$ cat src/rtl/mem_arb_pkg.sv
// mem_arb_pkg: shared types and widths for the memory port arbiter.
//   arb_state_e : arbiter FSM states (IDLE, ADDR, RESP)
//   ADDR_W/DATA_W/BE_W : fixed memory-side field widths, also the strides
//                        of the flattened requester buses
package mem_arb_pkg;

    localparam int ADDR_W = 32;
    localparam int DATA_W = 32;
    localparam int BE_W   = 4;

    typedef enum logic [1:0] {
        IDLE = 2'd0,
        ADDR = 2'd1,
        RESP = 2'd2
    } arb_state_e;

endpackage

$ cat src/rtl/mem_port_arbiter_rr_pick.sv
// rr_pick: combinational round-robin picker.
//   req_i    : request vector, one bit per requester
//   ptr_i    : index of the most recently served requester
//   found_o  : at least one request is pending
//   winner_o : first requesting index scanning ptr_i+1, ptr_i+2, ... mod NUM_REQ
module rr_pick #(
    parameter int NUM_REQ = 2,
    parameter int IDX_W   = $clog2(NUM_REQ)
) (
    input  logic [NUM_REQ-1:0] req_i,
    input  logic [IDX_W-1:0]   ptr_i,
    output logic               found_o,
    output logic [IDX_W-1:0]   winner_o
);

    // One spare bit so ptr_i + NUM_REQ never overflows before the wrap.
    logic [IDX_W:0] cand_s;

    // Scan from the farthest offset down to the nearest so the nearest
    // requesting index (after ptr_i) is the last one written and wins.
    always_comb begin
        found_o  = 1'b0;
        winner_o = '0;
        cand_s   = '0;
        for (int i = NUM_REQ; i >= 1; i--) begin
            cand_s = {1'b0, ptr_i} + (IDX_W+1)'(i);
            // Wrap modulo NUM_REQ, which need not be a power of two.
            if (cand_s >= (IDX_W+1)'(NUM_REQ)) begin
                cand_s = cand_s - (IDX_W+1)'(NUM_REQ);
            end else begin
                cand_s = cand_s;
            end
            if (req_i[cand_s[IDX_W-1:0]]) begin
                found_o  = 1'b1;
                winner_o = cand_s[IDX_W-1:0];
            end else begin
                found_o  = found_o;
                winner_o = winner_o;
            end
        end
    end

endmodule

$ cat src/rtl/mem_port_arbiter.sv
// mem_port_arbiter: shares one req/gnt/rvalid memory port between NUM_REQ
// masters with round-robin arbitration and one outstanding transaction.
//   clk, reset            : clock, async active-high reset
//   req_*_i               : flattened requester buses (strides 32/32/1/4)
//   req_gnt_o/rvalid_o/error_o : per-requester handshake, one-hot or zero
//   req_rdata_o           : memory read data broadcast to all requesters
//   mem_*                 : single memory port; address-phase fields are
//                           registered copies taken at arbitration
//   owner_o, busy_o       : debug: current/last owner, FSM not idle
//   proto_err_o           : sticky, memory rvalid seen outside RESP
module mem_port_arbiter
    import mem_arb_pkg::*;
#(
    parameter int NUM_REQ = 2,
    parameter int IDX_W   = $clog2(NUM_REQ)
) (
    input  logic                      clk,
    input  logic                      reset,
    input  logic [NUM_REQ-1:0]        req_req_i,
    input  logic [NUM_REQ*ADDR_W-1:0] req_addr_i,
    input  logic [NUM_REQ*DATA_W-1:0] req_wdata_i,
    input  logic [NUM_REQ-1:0]        req_we_i,
    input  logic [NUM_REQ*BE_W-1:0]   req_be_i,
    output logic [NUM_REQ-1:0]        req_gnt_o,
    output logic [NUM_REQ-1:0]        req_rvalid_o,
    output logic [DATA_W-1:0]         req_rdata_o,
    output logic [NUM_REQ-1:0]        req_error_o,
    output logic [ADDR_W-1:0]         mem_addr_o,
    output logic [DATA_W-1:0]         mem_wdata_o,
    output logic                      mem_we_o,
    output logic                      mem_req_o,
    output logic [BE_W-1:0]           mem_be_o,
    input  logic [DATA_W-1:0]         mem_rdata_i,
    input  logic                      mem_gnt_i,
    input  logic                      mem_rvalid_i,
    input  logic                      mem_error_i,
    output logic [IDX_W-1:0]          owner_o,
    output logic                      busy_o,
    output logic                      proto_err_o
);

    arb_state_e          state_q, state_d;
    logic [IDX_W-1:0]    rr_ptr_q, rr_ptr_d;
    logic [IDX_W-1:0]    owner_q, owner_d;
    logic [ADDR_W-1:0]   addr_q, addr_d;
    logic [DATA_W-1:0]   wdata_q, wdata_d;
    logic [BE_W-1:0]     be_q, be_d;
    logic                we_q, we_d;
    logic                mem_req_q, mem_req_d;
    logic                busy_q, busy_d;
    logic                proto_err_q, proto_err_d;

    logic                pick_found_s;
    logic [IDX_W-1:0]    pick_idx_s;

    logic [ADDR_W-1:0]   addr_arr_s  [NUM_REQ];
    logic [DATA_W-1:0]   wdata_arr_s [NUM_REQ];
    logic [BE_W-1:0]     be_arr_s    [NUM_REQ];

    for (genvar k = 0; k < NUM_REQ; k++) begin : g_unflatten
        assign addr_arr_s[k]  = req_addr_i[k*ADDR_W +: ADDR_W];
        assign wdata_arr_s[k] = req_wdata_i[k*DATA_W +: DATA_W];
        assign be_arr_s[k]    = req_be_i[k*BE_W +: BE_W];
    end

    rr_pick #(
        .NUM_REQ (NUM_REQ),
        .IDX_W   (IDX_W)
    ) u_rr_pick (
        .req_i    (req_req_i),
        .ptr_i    (rr_ptr_q),
        .found_o  (pick_found_s),
        .winner_o (pick_idx_s)
    );

    // Next-state logic: arbitration, field latching and handshake tracking.
    always_comb begin
        state_d  = state_q;
        rr_ptr_d = rr_ptr_q;
        owner_d  = owner_q;
        addr_d   = addr_q;
        wdata_d  = wdata_q;
        be_d     = be_q;
        we_d     = we_q;
        case (state_q)
            IDLE: begin
                if (pick_found_s) begin
                    state_d = ADDR;
                    owner_d = pick_idx_s;
                    addr_d  = addr_arr_s[pick_idx_s];
                    wdata_d = wdata_arr_s[pick_idx_s];
                    be_d    = be_arr_s[pick_idx_s];
                    we_d    = req_we_i[pick_idx_s];
                end else begin
                    state_d = IDLE;
                end
            end
            ADDR: begin
                // Once granted, the pointer moves to the owner so the next
                // scan starts just past it.
                if (mem_gnt_i) begin
                    state_d  = RESP;
                    rr_ptr_d = owner_q;
                end else begin
                    state_d = ADDR;
                end
            end
            RESP: begin
                if (mem_rvalid_i) begin
                    state_d = IDLE;
                end else begin
                    state_d = RESP;
                end
            end
            default: begin
                state_d = IDLE;
            end
        endcase
        // mem_req and busy are registered from the next state so the
        // memory side sees clean flop outputs rather than a state decode.
        mem_req_d   = (state_d == ADDR);
        busy_d      = (state_d != IDLE);
        // An rvalid in IDLE or ADDR (including together with gnt) cannot
        // belong to the current transaction.
        proto_err_d = proto_err_q | (mem_rvalid_i & (state_q != RESP));
    end

    // State and latched-field registers.
    always_ff @(posedge clk or posedge reset) begin
        if (reset) begin
            state_q     <= IDLE;
            rr_ptr_q    <= '0;
            owner_q     <= '0;
            addr_q      <= '0;
            wdata_q     <= '0;
            be_q        <= '0;
            we_q        <= 1'b0;
            mem_req_q   <= 1'b0;
            busy_q      <= 1'b0;
            proto_err_q <= 1'b0;
        end else begin
            state_q     <= state_d;
            rr_ptr_q    <= rr_ptr_d;
            owner_q     <= owner_d;
            addr_q      <= addr_d;
            wdata_q     <= wdata_d;
            be_q        <= be_d;
            we_q        <= we_d;
            mem_req_q   <= mem_req_d;
            busy_q      <= busy_d;
            proto_err_q <= proto_err_d;
        end
    end

    // Zero-latency steering of memory gnt/rvalid/error to the owner.
    always_comb begin
        req_gnt_o    = '0;
        req_rvalid_o = '0;
        req_error_o  = '0;
        if (mem_req_q) begin
            req_gnt_o[owner_q] = mem_gnt_i;
        end else begin
            req_gnt_o = '0;
        end
        if (state_q == RESP) begin
            req_rvalid_o[owner_q] = mem_rvalid_i;
            req_error_o[owner_q]  = mem_rvalid_i & mem_error_i;
        end else begin
            req_rvalid_o = '0;
            req_error_o  = '0;
        end
    end

    assign req_rdata_o = mem_rdata_i;
    assign mem_req_o   = mem_req_q;
    assign mem_addr_o  = addr_q;
    assign mem_wdata_o = wdata_q;
    assign mem_we_o    = we_q;
    assign mem_be_o    = be_q;
    assign owner_o     = owner_q;
    assign busy_o      = busy_q;
    assign proto_err_o = proto_err_q;

endmodule
$ cat config.mk
export PLATFORM = sky130hd
export DESIGN_NAME = mem_port_arbiter
export DESIGN_NICKNAME = d
export VERILOG_FILES = /design/src/rtl/mem_arb_pkg.sv /design/src/rtl/mem_port_arbiter_rr_pick.sv /design/src/rtl/mem_port_arbiter.sv
export SDC_FILE = /design/constraint.sdc
export NUM_CORES = 1
export LEC_CHECK = 0
export ABC_CLOCK_PERIOD_IN_PS = 2700
export CORE_MARGIN = 3
export CORE_UTILIZATION = 37
export CTS_CLUSTER_DIAMETER = 60
export DETAILED_ROUTE_END_ITERATION = 12
export GPL_TIMING_DRIVEN = 0
export PLACE_DENSITY = 0.87
export SYNTH_ARGS = -nofsm -noshare
export SYNTH_HDL_FRONTEND = slang
export SYNTH_SLANG_ARGS = --single-unit
$ cat constraint.sdc
create_clock -name clk -period 2.7 [get_ports clk]
set_input_delay 0.54 -clock clk [delete_from_list [all_inputs] [get_ports clk]]
set_output_delay 0.54 -clock clk [all_outputs]
set_load 0.02 [all_outputs]
After elaboration in Yosys (flattened, before gate mapping) --
Cells that the tools add are included.
Operators by class: add/sub/neg operators 4, $lt $le $gt $ge 8, eq/ne operators 4, multiplexer cells 30, bitwise logic cells 7, reductions and logical operators 5
Operator list (number):
- $mux W32 | 6
- $mux W1 | 14
- $mux W4 | 3
- $mux W2 | 5
- $lt A1 B2 Y1 const B | 4
- $and A2 B2 Y2 | 3
- $ge A2 B2 Y1 const B | 3
- $pmux W2 S3 | 1
- $eq A2 B1 Y1 const B | 2
- $reduce_and A2 Y1 | 2
- $add A1 B1 Y2 const B | 1
- $add A1 B2 Y2 const B | 1
- $and A1 B1 Y1 | 2
- $eq A2 B2 Y1 const B | 1
- $logic_not A2 Y1 | 1
- $ne A2 B2 Y1 const B | 1
- $not A1 Y2 | 1
- $reduce_bool A2 Y1 | 1
- $sub A1 B1 Y1 const B | 2
- $demux W1 S1 | 1
- $ge A1 B1 Y1 const B | 1
- $logic_and A1 B1 Y1 | 1
- $or A1 B1 Y1 | 1
Word-level totals: flip-flop bits (word level) 76, output and inout port bits 111

Logic depth before layout (Yosys ltp) --
Gate-level depths: netlist (run 1).
word-level depth 11, mapped depth 5

Cells and area by module --
A second synthesis (run 1) with hierarchy kept.
Unflattened totals: cells, all modules 286, area, all modules 3978.8 µm²
Modules (own cells, without submodules):
- mem_port_arbiter | times used 1, cells an instance 284, area each 3965.1 µm²
- rr_pick | times used 1, cells an instance 2, area each 13.8 µm²

Worst setup path after synthesis (run 1) --
OpenSTA, ideal clock, no wires.
kind input port to flip-flop, from in req_req_i[1], to reg addr_q[0], in the netlist mem_addr_o[0], arrival time 1.572 ns, setup slack 1.003 ns, cell stages on the path 5, path through a21bo_1 > buf_6 > buf_12 > mux2_4 > mux2_4
Between the ends: cells in the longest elaborated chain, start to end 8, elaborated cells between the ends (all ways) 13, those cells by class mux (11); bitwise (1); reduce/logical (1)
RTL lines:
- from (decl) | RTL line mem_port_arbiter.sv:19 | input logic [NUM_REQ-1:0] req_req_i,
- $mux W1 (implied by the code) (2 in series) | RTL line mem_port_arbiter_rr_pick.sv:33 | if (req_i[cand_s[IDX_W-1:0]]) begin
- $mux W1 (2 in series) | RTL line mem_port_arbiter_rr_pick.sv:33
- $not A1 Y2 (implied by the code) | RTL line mem_port_arbiter.sv:90 | addr_d = addr_arr_s[pick_idx_s];
- $mux W32 (implied by the code) (3 in series) | RTL line mem_port_arbiter.sv:90
- to (signal assigned) | RTL line mem_port_arbiter.sv:145 | addr_q <= addr_d;
- to (decl) | RTL line mem_port_arbiter.sv:45 | logic [ADDR_W-1:0] addr_q, addr_d;
Several ways; a longest one is shown, not always the timed one. The select of a mux whose other input is x is not followed. A chain may end at the register's enable or synchronous reset.

Worst setup path after layout (run 1) --
from in mem_rvalid_i, to out req_error_o[0]
Between the ends: cells in the longest elaborated chain, start to end 3
RTL lines:
- from (decl) | RTL line mem_port_arbiter.sv:35 | input logic mem_rvalid_i,
- $and A1 B1 Y1 | RTL line mem_port_arbiter.sv:167 | req_error_o[owner_q] = mem_rvalid_i & mem_error_i;
- $and A2 B2 Y2 (no source line)
- $mux W2 | RTL line mem_port_arbiter.sv:165 | if (state_q == RESP) begin
- to (decl) | RTL line mem_port_arbiter.sv:27 | output logic [NUM_REQ-1:0] req_error_o,
No other way between the ends.

==> out/results.txt, run 1 <==
reg2reg setup slack: 0.82 ns
post-synthesis sequential area ratio: 41.8%
Hold WC Path Type: in2async
cell count after synthesis: 288
CTS root buf: clkbuf_16
final slew viol count: 0
RSZ-0062 raised after global routing: false
n_diodes: 0
Req. time, crit path: 2.16 ns
r2r endpoint: mem_wdata_o[10]
switching power: 2590 uW
final setup vio count: 0
most common cell after layout, fill and taps aside: clkdlybuf4s50_1
post-CTS sizing: 0
yosys warns: 0
Clk pin slew, worst setup/hold paths: 0.05 ns
total negative slack: 0 ns
initial antenna violation count: 0
vias in the first global route: 3,559
Final GP Congestion: 0.720
Skew-Pair Late Insertion Delay: 0.32 ns
largest net degree at the start of global routing: 74
power density over the cells: 1000 mW/mm^2
Detailed Place HPWL: 10.1 mm
minimum clock period: 2.52 ns
Netlist cell types: 21
DR iter-0 viols: 135
crit path max fanout: 3
IO Port Bufs: 255
Tcrit/Tclk final: 93.2%
leak pwr: 0.00349 uW
Sequential Power Share: 27.3%
row count: 39
Worst Setup Start Kind: input port
CTS tree: done
cell area after synthesis: 0.00455 sq mm
Clock Power Share: 14.6%
synth top area cells: mux2_4 (46%), dfrtp_1 (42%), buf_4 (5.3%), buf_12 (3.1%), buf_2 (0.77%)
share of post-route cells with drive strength above 1: 35.7%
clock sink count: 76
Final #Nets: 732
most crowded layer after global routing: met2
critical path launch point: mem_rvalid_i
Initial Utilization: 38.8%
Worst slew margin: 72.0%
status: complete, no violations
drt total wl: 12.6 mm
CTS H-tree lvls: 3
DR DRC count: 0
most frequent cells in the layout: clkdlybuf4s50_1 (255), mux2_4 (138), dfrtp_1 (76)
GRT Total Usage: 17.6%
grt met2 use: 32.5%
Pre-antenna DRT Iters: 4
Die ar.: 0.0137 sq mm
Post-CTS Setup Bufs: 0
grt ovf: 0
met3 Track Usage GR: 4.32%
Num CTS Buffers: 9
max_cap viols: 0
first-pass GRT wire length: 18.4 mm
post-synth top area share: 45.6%
worst reg-to-reg path cell count: 5
GRT met1 Usage: 19.9%
fin util: 64.8%
Comb pwr share: 58.1%
overall die width: 117 microns
core area: 0.0117 sq mm
wire per inst: 17.9 microns
post-synthesis sequential element count: 76
mean number of vias per cell: 4.67
Top Ports: 288
Worst Tran Pin Value: 0.420 ns
syn_area_per_cell: 15.8 sq um
Hold-fix buffers, CTS: 0
leading area contributor after synthesis: mux2_4
Max clock buf depth: 2
Die Y-Extent: 117 microns
Final ANT Viol Nets: 0
Final Hold Viols: 0
CP endpoint kind: primary output
fmax: 397 MHz
Layout Area Growth over Synthesis: 67.0%
WP data arrival: 1.98 ns
switching share of power: 34.0%
crit path kind: in2out
Int Pwr: 5020 uW
Crit Reg-Reg Startpoint: state_q[0]
syn nets: 465
Worst Skew: 0.00528 ns
worst vdd ir: 0.511 mV
Via Count: 3,286
how the worst max path moves through the flow:
stage                     endpoint  slack [ns]
floorplan                   busy_o        0.22
global route        req_error_o[0]        0.12
CTS                 req_error_o[0]        0.18
global placement    mem_wdata_o[5]       -0.98
finish              req_error_o[0]        0.18
detailed placement  req_error_o[0]        0.19
synthesized netlist by cell type (all sizes together):
cell,number
o21bai,1
a21bo,1
mux2,138
nand2b,1
inv,3
nor2b,1
nor2,3
nand3,1
clkbuf,1
and2,2
mux2i,1
buf,47
and3,2
nand3b,1
o21a,1
dfrtp,76
nand2,4
o21ai,4
metal layers:
metal  share of wire, %  vias up  wire length (microns)
li1                   -     1513                      -
met1                 38     1584                   4750
met2                 53      176                   6610
met3                8.3       13                   1040
met4                1.5        0                    183
met5                  0        -                      0
flip-flops by register name, indices dropped and copies added, names as in the netlist:
signal,flops
mem_addr_o,32
mem_we_o,1
busy_o,1
owner_o,1
mem_req_o,1
mem_be_o,4
mem_wdata_o,32
proto_err_o,1
rr_ptr_q,1
state_q,2
cells by family after synthesis:
family          count (synthesis)  share of synthesized area, %
compound gates                  7                         0.991
mux                           139                          45.8
simple gates                   15                          1.68
buf+inv                        51                          9.71
flops                          76                          41.8
layout make-up:
type	instances	area, sq um
Clock inverter	1	5.00
Inverter	3	13.8
Fill cell	869	4120
Buffer	48	430
Multi-Input combinational cell	161	2200
Tap cell	143	179
Clock buffer	15	278
Timing Repair Buffer	256	2580
Sequential cell	76	1900
stage by stage:
step	cells	setup slack [ns]	total power [uW]	hold WS, ns	cell area (sq um)
after detailed placement	687	0.189	6530	0.461	7310
after CTS	703	0.177	7700	0.429	7590
final	703	0.183	7610	0.442	7590
after global routing	703	0.124	7980	0.435	7590
after global placement	686	-0.977	6420	0.460	7280
after floorplan	288	0.222	4720	0.451	4550
critical path, stage by stage:
cell	delay, ns
clkdlybuf4s50_1	0.49
and3_1	0.20
and2_1	0.14
clkdlybuf4s50_1	0.60
power by group through the flow:
stage | combinational [uW] | clock [uW] | sequential (uW)
after floorplan | 1990 | 0 | 2730
after global placement | 4360 | 0 | 2060
after detailed placement | 4450 | 0 | 2080
after CTS | 4470 | 1150 | 2080
after global routing | 4630 | 1200 | 2150
final | 4420 | 1110 | 2080
(Power assumes the default switching activity.)
==> inputs of run 2 (changes only) <==
Settings changed: CELL_PAD_IN_SITES_DETAIL_PLACEMENT set to 0, CELL_PAD_IN_SITES_GLOBAL_PLACEMENT set to 2, CORE_UTILIZATION 37 to 23, PLACE_DENSITY 0.87 to 0.89.
==> out/results.txt, run 2 (synthesized netlist as in run 1, its figures left out) <==
Top Ports: 288
Worst slew margin: 66.5%
DP Cell Count: 804
pre-CTS WS: 0.105 ns
initial antenna violation count: 0
DR iter-0 viols: 85
minimum clock period: 2.48 ns
Hold Path Origin: proto_err_o
first-pass GRT wire length: 20.5 mm
non-filler instance count after layout: 820
met3 Track Usage GR: 3.51%
GRT Total Usage: 11.9%
n_diodes: 0
clock sink count: 76
IO Port Bufs: 255
wire per inst: 16.0 microns
core area: 0.0191 sq mm
Worst Tran Pin Value: 0.503 ns
CTS root buf: clkbuf_16
grt ovf: 0
most frequent cells in the layout: clkdlybuf4s50_1 (255), mux2_4 (138), dfrtp_1 (76)
Worst Setup Slack, final: 0.224 ns
Post-CTS Setup Bufs: 0
most crowded layer after global routing: met2
GRT met1 Usage: 14.2%
Num CTS Buffers: 9
Max clock buf depth: 2
final setup vio count: 0
RSZ-0062 raised after global routing: false
vias in the first global route: 3,678
critical path launch point: mem_rvalid_i
power density over the cells: 1000 mW/mm^2
Die ar.: 0.0215 sq mm
Worst Skew: 0.00608 ns
grt met2 use: 20.3%
Crit Reg-Reg Startpoint: state_q[0]
fmax: 404 MHz
Hold-fix buffers, CTS: 0
worst vdd ir: 0.389 mV
Initial Utilization: 23.8%
CTS tree: done
Skew-Pair Late Insertion Delay: 0.33 ns
largest net degree at the start of global routing: 40
overall die width: 147 microns
Hold WC Path Type: reg2reg
Die Y-Extent: 147 microns
final slew viol count: 0
most common cell after layout, fill and taps aside: clkdlybuf4s50_1
crit path max fanout: 3
post-CTS sizing: 0
leak pwr: 0.00350 uW
drt total wl: 13.1 mm
Final #Nets: 732
max_cap viols: 0
Detailed Place HPWL: 10.4 mm
Final GP Congestion: 0.715
fin util: 40.7%
Clk pin slew, worst setup/hold paths: 0.06 ns
DR DRC count: 0
share of post-route cells with drive strength above 1: 36.1%
Worst Setup Start Kind: input port
crit path kind: in2out
CTS H-tree lvls: 3
Pre-antenna DRT Iters: 4
Via Count: 3,243
WP data arrival: 1.94 ns
mean number of vias per cell: 3.95
Final Hold Viols: 0
Final ANT Viol Nets: 0
Layout Area Growth over Synthesis: 70.8%
Req. time, crit path: 2.16 ns
row count: 50
status: complete, no violations
CP endpoint kind: primary output
Tcrit/Tclk final: 91.7%
run 2: changes by cell type in the layout (fill, tap and decap cells not counted), sizes merged:
cell | before | now
bufinv | 0 | 2
clkinv | 1 | 2
clkinvlp | 0 | 2
clkbuf | 16 | 11
run 2: power by group:
group,internal (uW),leakage [uW],total (uW),switching (uW)
combinational,2590,0.00246,4420,1830
sequential,1730,0.000889,2080,348
clock,809,0.000149,1280,475
run 2: routing by layer:
| layer | routed length (microns) | up-vias |
|---|---|---|
| met4 | 249 | 0 |
| met2 | 6480 | 164 |
| li1 | - | 1511 |
| met5 | 0 | - |
| met3 | 1000 | 14 |
| met1 | 5390 | 1554 |
run 2: area by class of cell:
class / count / area, sq um
tap: 260 / 325
clock inverter: 6 / 88.8
timing repair buffer: 256 / 2570
clock buffer: 10 / 229
multi-input combinational: 161 / 2200
fill: 1802 / 11300
sequential: 76 / 1900
inverter: 3 / 13.8
buffer: 48 / 430
run 2: final timing paths:
check                                       to  cells after the start  slack, ns
worst min register to register     proto_err_o                      1       0.49
worst max-delay path            req_error_o[0]                      4       0.22
max in group asynchronous        mem_addr_o[4]                      3       1.52
worst max register to register  mem_addr_o[23]                      5       0.72
worst min-delay path               proto_err_o                      1       0.49
min in group asynchronous       mem_wdata_o[7]                      2       0.59
run 2: worst max-delay path: stages:
cell and delay [ns]:
clkdlybuf4s50_1 0.49, and3_1 0.18, and2_1 0.12, clkdlybuf4s50_1 0.61
run 2: through the flow:
stage | hold WS, ns | TNS, ns | area [sq um] | total power [uW]
floorplan | 0.451 | 0 | 4550 | 4720
global placement | 0.462 | -83.63 | 7420 | 6490
detailed placement | 0.476 | 0 | 7450 | 6540
CTS | 0.498 | 0 | 7760 | 7910
global route | 0.510 | 0 | 7760 | 8180
finish | 0.490 | 0 | 7760 | 7780
==> inputs of run 3 (changes only) <==
Settings changed: ABC_AREA set to 1, CORE_UTILIZATION 23 to 18, RECOVER_POWER set to 25.
==> out/results.txt, run 3 <==
r2r endpoint: mem_wdata_o[23]
Die Y-Extent: 164 microns
worst vdd ir: 0.311 mV
Tcrit/Tclk final: 94.8%
status: finished with violations
post-CTS sizing: 0
Hold Path Origin: mem_wdata_o[20]
Largest stage delay, worst path: 0.63 ns
violations in the final reports: capacitance limit, slew limit
CTS root buf: clkbuf_16
pre-CTS WS: 0.0913 ns
worst reg-to-reg path cell count: 6
Post-CTS Setup Bufs: 0
non-filler instance count after layout: 1,258
minimum clock period: 2.56 ns
met3 Track Usage GR: 4.06%
fmax: 391 MHz
Die ar.: 0.0268 sq mm
crit path max fanout: 3
CP endpoint kind: primary output
Skew-Pair Late Insertion Delay: 0.34 ns
GRT met1 Usage: 16.1%
Worst Setup Slack, final: 0.141 ns
Final #Nets: 1,106
Final GP Congestion: 0.790
leak pwr: 0.00402 uW
IO Port Bufs: 254
Worst Skew: 0.00647 ns
Synth Flop Type: dfrtp_1
cell count after synthesis: 663
fin util: 31.6%
post-synthesis sequential element count: 76
post-synth top area share: 42.5%
Hold WC Path Type: reg2reg
reg2reg setup slack: 0.97 ns
Final ANT Viol Nets: 0
Req. time, crit path: 2.16 ns
count leader, synth: nand2_1
first-pass GRT wire length: 26.0 mm
GRT Total Usage: 12.6%
mean number of vias per cell: 3.84
grt ovf: 0
CTS H-tree lvls: 3
Netlist cell types: 15
synth top area cells: dfrtp_1 (42%), nand2_1 (18%), nand3_1 (16%), inv_1 (12%), buf_4 (6.7%)
power density over the cells: 910 mW/mm^2
most crowded layer after global routing: met2
wire per inst: 13.7 microns
Crit Reg-Reg Startpoint: rr_ptr_q
syn_area_per_cell: 6.75 sq um
CTS tree: done
fin area: 0.00771 sq mm
Detailed Place HPWL: 13.0 mm
crit-path leading delay family: buffers and inverters
grt met2 use: 20.2%
syn nets: 840
Hold-fix buffers, CTS: 0
max_cap viols: 1
final slew viol count: 32
WP data arrival: 2.02 ns
crit path kind: in2out
Post-DP Area: 0.00746 sq mm
Pre-antenna DRT Iters: 4
crit path cell chain: dlygate4sd3_1, inv_1, nor3_1, clkdlybuf4s50_1
most common cell after layout, fill and taps aside: clkdlybuf4s50_1
WHS Endpoint: mem_wdata_o[20]
Final Hold Viols: 0
overall die width: 164 microns
Layout Area Growth over Synthesis: 72.1%
Worst Setup Start Kind: input port
yosys warns: 0
core area: 0.0244 sq mm
final setup vio count: 0
RSZ-0062 raised after global routing: false
row count: 57
share of post-route cells with drive strength above 1: 7.93%
leading area contributor after synthesis: dfrtp_1
Worst path slowest cell: clkdlybuf4s50_1
cell area after synthesis: 0.00448 sq mm
Top Ports: 288
crit path buf inv count: 3
Max clock buf depth: 2
post-synthesis sequential area ratio: 42.5%
vias in the first global route: 4,706
Num CTS Buffers: 9
initial antenna violation count: 1
Via Count: 4,833
DR DRC count: 0
Clk pin slew, worst setup/hold paths: 0.06 ns
Hold Path Depth: 2
Post-synth EDFFs: 0
Worst Tran Pin Value: 1.68 ns
largest net degree at the start of global routing: 46
clock sink count: 76
Initial Utilization: 18.4%
most frequent cells in the layout: clkdlybuf4s50_1 (252), nand2_1 (217), inv_1 (145)
drt total wl: 17.2 mm
most instantiated cells after synthesis: nand2_1 (217), inv_1 (146), nand3_1 (140)
DR iter-0 viols: 196
asr flop ratio synth: 100%
Worst slew margin: -12.9%
DP Cell Count: 1,242
## run 3: cell count changes after synthesis, sizes merged, moves of 2 or more
| cell | previous run | this run |
|---|---|---|
| clkbuf | 1 | 11 |
| nand3 | 1 | 140 |
| mux2 | 138 | 0 |
| inv | 3 | 146 |
| buf | 47 | 58 |
| nand2 | 4 | 217 |
| and3 | 2 | 0 |
| and2 | 2 | 0 |
| nor3 | 0 | 4 |
| nor2 | 3 | 6 |
## run 3: logic make-up after synthesis
kind of cell,Yosys count,synth area share [%]
AO/OA/AOI/OAI,4,0.503
buffers and inverters,215,21.9
flip-flops,76,42.5
AND/OR/NAND/NOR,368,35.1
## run 3: how the worst max path moves through the flow
stage | slack, ns | cells past startpoint | startpoint | end
after global placement | -1.51 | 2 | reset | mem_addr_o[19]
after CTS | 0.16 | 4 | mem_rvalid_i | req_error_o[0]
after detailed placement | 0.09 | 7 | req_req_i[0] | mem_addr_o[30]
after global routing | 0.05 | 4 | mem_gnt_i | req_gnt_o[1]
after floorplan | 0.22 | 1 | reset | busy_o
final | 0.14 | 4 | mem_gnt_i | req_gnt_o[1]
## run 3: power by group
group	switching, uW	internal (uW)	total (uW)
combinational	2160	1730	3890
clock	476	614	1090
sequential	322	1720	2040
total	2960	4060	7020
## run 3: area by class of cell
class	instances	area, sq um
sequential	76	1900
multi-input combinational	372	1600
tap	324	405
inverter	146	549
clock buffer	12	236
timing repair buffer	255	2570
buffer	69	432
antenna	1	2.50
fill	2687	16700
clock inverter	3	15.0
## run 3: routing by layer
metal  wire length (microns)  up-vias
met5                       0        -
met4                     258        0
met3                    1670       16
met2                    7760      194
met1                    7510     2145
li1                        -     2478
## run 3: per-stage QoR
step,power (uW),TNS (ns),hold WS (ns)
2_1_floorplan,4060,0,0.453
3_3_place_gp,6000,-114.34,0.462
3_5_place_dp,6020,0,0.464
4_1_cts,7190,0,0.481
5_1_grt,7610,0,0.495
6_report,7020,0,0.477
## run 3: tightest hold or removal path: stages, from the launching register on
cell	delay [ns]
dfrtp_1	0.34
nand2_1	0.05
nand2_1	0.05
